$ cat src/rtl/lc3_regfile.sv
// rtl/lc3_regfile.sv - LC-3 general-purpose register file, shared read/write select
module lc3_regfile #(
  parameter int WIDTH = 16,
  parameter int DEPTH = 8,
  localparam int SEL_W = $clog2(DEPTH)
) (
  input  logic             clk,
  input  logic             reset,
  input  logic             write_en,
  input  logic [WIDTH-1:0] in,
  input  logic [SEL_W-1:0] sel,
  output logic [WIDTH-1:0] out
);

  logic [WIDTH-1:0] regs [DEPTH];

  // Reset clears every register and wins over a same-edge write; otherwise write the selected one.
  always_ff @(posedge clk) begin
    if (reset) begin
      for (int i = 0; i < DEPTH; i++) begin
        regs[i] <= '0;
      end
    end else if (write_en) begin
      regs[sel] <= in;
    end
  end

  // Read port is purely combinational with no write bypass.
  always_comb begin
    out = regs[sel];
  end

endmodule

$ cat config.mk
export PLATFORM = sky130hd
export DESIGN_NAME = lc3_regfile
export DESIGN_NICKNAME = d
export VERILOG_FILES = /design/src/rtl/lc3_regfile.sv
export SDC_FILE = /design/constraint.sdc
export NUM_CORES = 1
export LEC_CHECK = 0
export ABC_CLOCK_PERIOD_IN_PS = 2020
export CORE_ASPECT_RATIO = 0.9
export CORE_MARGIN = 5
export CORE_UTILIZATION = 39
export CTS_CLUSTER_DIAMETER = 200
export DETAILED_ROUTE_END_ITERATION = 8
export GPL_TIMING_DRIVEN = 1
export PLACE_DENSITY = 0.52
export SETUP_SLACK_MARGIN = 0.4
export SYNTH_ARGS = -nofsm -noshare
export SYNTH_HDL_FRONTEND = slang
export SYNTH_SLANG_ARGS = --single-unit
$ cat constraint.sdc
create_clock -name clk -period 2.02 [get_ports clk]
set_input_delay 0.303 -clock clk [delete_from_list [all_inputs] [get_ports clk]]
set_output_delay 0.303 -clock clk [all_outputs]
set_load 0.02 [all_outputs]
==> qor.yml <==
timing:
  final_worst_setup_slack_ns: 0.0211
  final-hold-violation-count: 0
  tightest_slew_ns: 0.338
  grt_setup_unrepaired: "yes"
  drv_slew: 0
  finalSetupViolations: 0
  post_layout_minimum_cycle_time_ns: 2.00
  period_share_pct: 99.0
  max_freq_mhz: 500
  slew-limit-headroom_pct: 77.5
synthesis:
  yosysTopAreaCell: "edfxtp_1"
  synthTopCellsByArea: "edfxtp_1 (66%), and2_1 (14%), mux4_2 (12%), nand2_1 (2.3%), or2_2 (0.86%)"
  syn_nets: 396
  ys_warn_count: 0
  synth_area_per_cell_sq_um: 15.6
  syn_area_sq_um: 5830
  post-synth-top-area-fraction_pct: 65.9
  synthCells: 374
  synth-seq-area-share_pct: 65.9
  yosysUniqueCellTypes: 26
  ys_seq_elements: 128
global_routing:
  grt_pass1_wl_um: 21600
  largest_net_degree_at_the_start_of_global_routing: 23
  grt_antenna_before_repair: 0
  total_global_routing_overflow: 0
  first_global_vias: 3545
  grt.total_usage_pct: 17.1
placement:
  io_buffers: 37
  place_worst_setup_slack_ns: -0.411
  dp.final_hpwl_um: 8850
  gp_congestion: 0.756
  placement.cell_area_sq_um: 6940
critical_path:
  timing.critical_path.fanout_max: 1
  criticalPathCategory: "flip-flop to output pin"
  worstPathRequired_ns: 1.72
  worst_setup_end_kind: "output pin"
  timing.critical_path.arrival_ns: 1.70
  setup.worst_path.start_class: "flip-flop"
  cp-startpoint: "regs[5][10]"
layout:
  layout_top_registers: "regs x128"
  design.final.nets: 484
  flip_flop_count_of_the_largest_register_after_layout: 128
  top_register: "regs"
  syn2layout_area_growth_pct: 30.5
  final_design_area_no_fill_sq_um: 7620
  num_antenna_cells: 0
  fraction_of_final_layout_cells_with_drive_strength_greater_than_1_pct: 35.9
routing:
  dr.first_iter.drc_count: 262
  drt-total-wl_um: 14200
  viasPerCell: 4.88
  drtPass1Iterations: 4
  drt-wirelength-per-cell_um: 21.1
  num_vias: 3278
  ant_nets: 0
  drc_errors: 0
floorplan:
  fp.dieArea_sq_um: 17500
  die-width_um: 139
  floorplan.initialDensity_pct: 39.7
  placeableCoreArea_sq_um: 14700
  dieHeight_um: 126
  num_rows: 42
  ios: 38
pwr:
  finalPower_uw: 6590
  power_leakage_uw: 0.00284
  cellPowerDensity_nw_per_um2: 866
  maximum_resistive_drop_on_vdd_v: 0.000726
clock_tree:
  postCtsHoldBufs: 0
  tritoncts.num_buffers: 17
  cts.root.buffer_cell: "clkbuf_16"
  ctsLongestPathBuffers: 2
  clkSinkCount: 128
  clk_pin_slew_ns: 0.05
  h-tree-depth: 4
  tritoncts: "yes"
hold_path:
  hold_path.class: "input port to flip-flop"
  hp-start: "reset"
flow_run:
  maxCapViolations: 0
status:
  run_status: "complete, no violations"
==> timing repair <==
action,in CTS,in global routing
resized for setup,116,15
buffers inserted,4,1
pin swaps,23,8
endpoints found under the setup margin,115,64
==> cell type report <==
type | instances | area (sq um)
Tap cell | 198 | 248
Clock inverter | 11 | 73.8
Multi-Input combinational cell | 225 | 1970
Sequential cell | 128 | 3840
Timing Repair Buffer | 89 | 1040
Inverter | 1 | 3.75
Clock buffer | 20 | 437
Fill cell | 1263 | 7100
==> metal layers <==
layer  vias to the layer above  track usage [%]  part of all wire [%]
li1                       1542                -                     -
met1                      1659             21.6                    43
met2                        64             28.8                    51
met3                        13             4.89                   4.4
met4                         0             5.35                   1.2
met5                         -                0                     0
==> where the power goes <==
group	switching [uW]	internal (uW)	leakage, uW
logic	368	403	0.00135
registers	41.2	3090	0.00123
clock network	1050	1640	0.000255
==> cell families (layout without fill, tap and decap cells) <==
kind of cell	Yosys count	count (layout)	synth area share (%)
mux	37	37	12.9
flops	128	128	65.9
buf+inv	21	121	1.99
simple gates	185	185	18.9
compound gates	3	3	0.386
==> path summary, 6_finish.rpt <==
kind	endpoint	cells past startpoint
worst max-delay path	out[10]	3
worst min-delay path	regs[3][8]	4
==> metrics by stage <==
stage / TNS [ns] / util, % / cells / hold WS, ns
after floorplan: 0 / - / 374 / 0.501
after global placement: -11.06 / 47.1 / 636 / 1.13
after detailed placement: -14.37 / 47.1 / 636 / 1.12
after CTS: -0.00772 / 51.3 / 671 / 0.692
after global routing: -0.0302 / 51.8 / 672 / 0.636
final: 0 / 51.8 / 672 / 0.617
==> critical path, stage by stage, from the launching register on <==
cell and delay, ns:
edfxtp_1 0.38, mux4_2 0.48, mux2_4 0.28, buf_6 0.13
==> cells in the mapped netlist, drive strengths merged <==
library cell,count
a211o,1
and2,128
buf,10
clkbuf,10
edfxtp,128
inv,1
mux2,4
mux2i,3
mux4,30
nand2,35
nand2b,2
nand3,1
nand3b,1
nor2,7
nor3,2
o21ai,1
o32ai,1
or2,8
or3b,1
==> cells in the final DEF, fill, tap and decap left out, types with 4 or more instances in the layout <==
| master | Yosys | routed |
|---|---|---|
| buf_4 | 4 | 28 |
| clkbuf_16 | 0 | 17 |
| or2_4 | 0 | 5 |
| mux2_4 | 0 | 4 |
| mux4_2 | 30 | 30 |
| buf_6 | 2 | 20 |
| clkinv_1 | 0 | 5 |
| nor2_1 | 4 | 4 |
| and2_1 | 128 | 128 |
| buf_12 | 0 | 20 |
| nand2_1 | 35 | 7 |
| nand2_2 | 0 | 28 |
| edfxtp_1 | 128 | 128 |
| clkdlybuf4s50_1 | 0 | 16 |
| clkinv_2 | 0 | 5 |
Power figures use the tool's default switching activity.
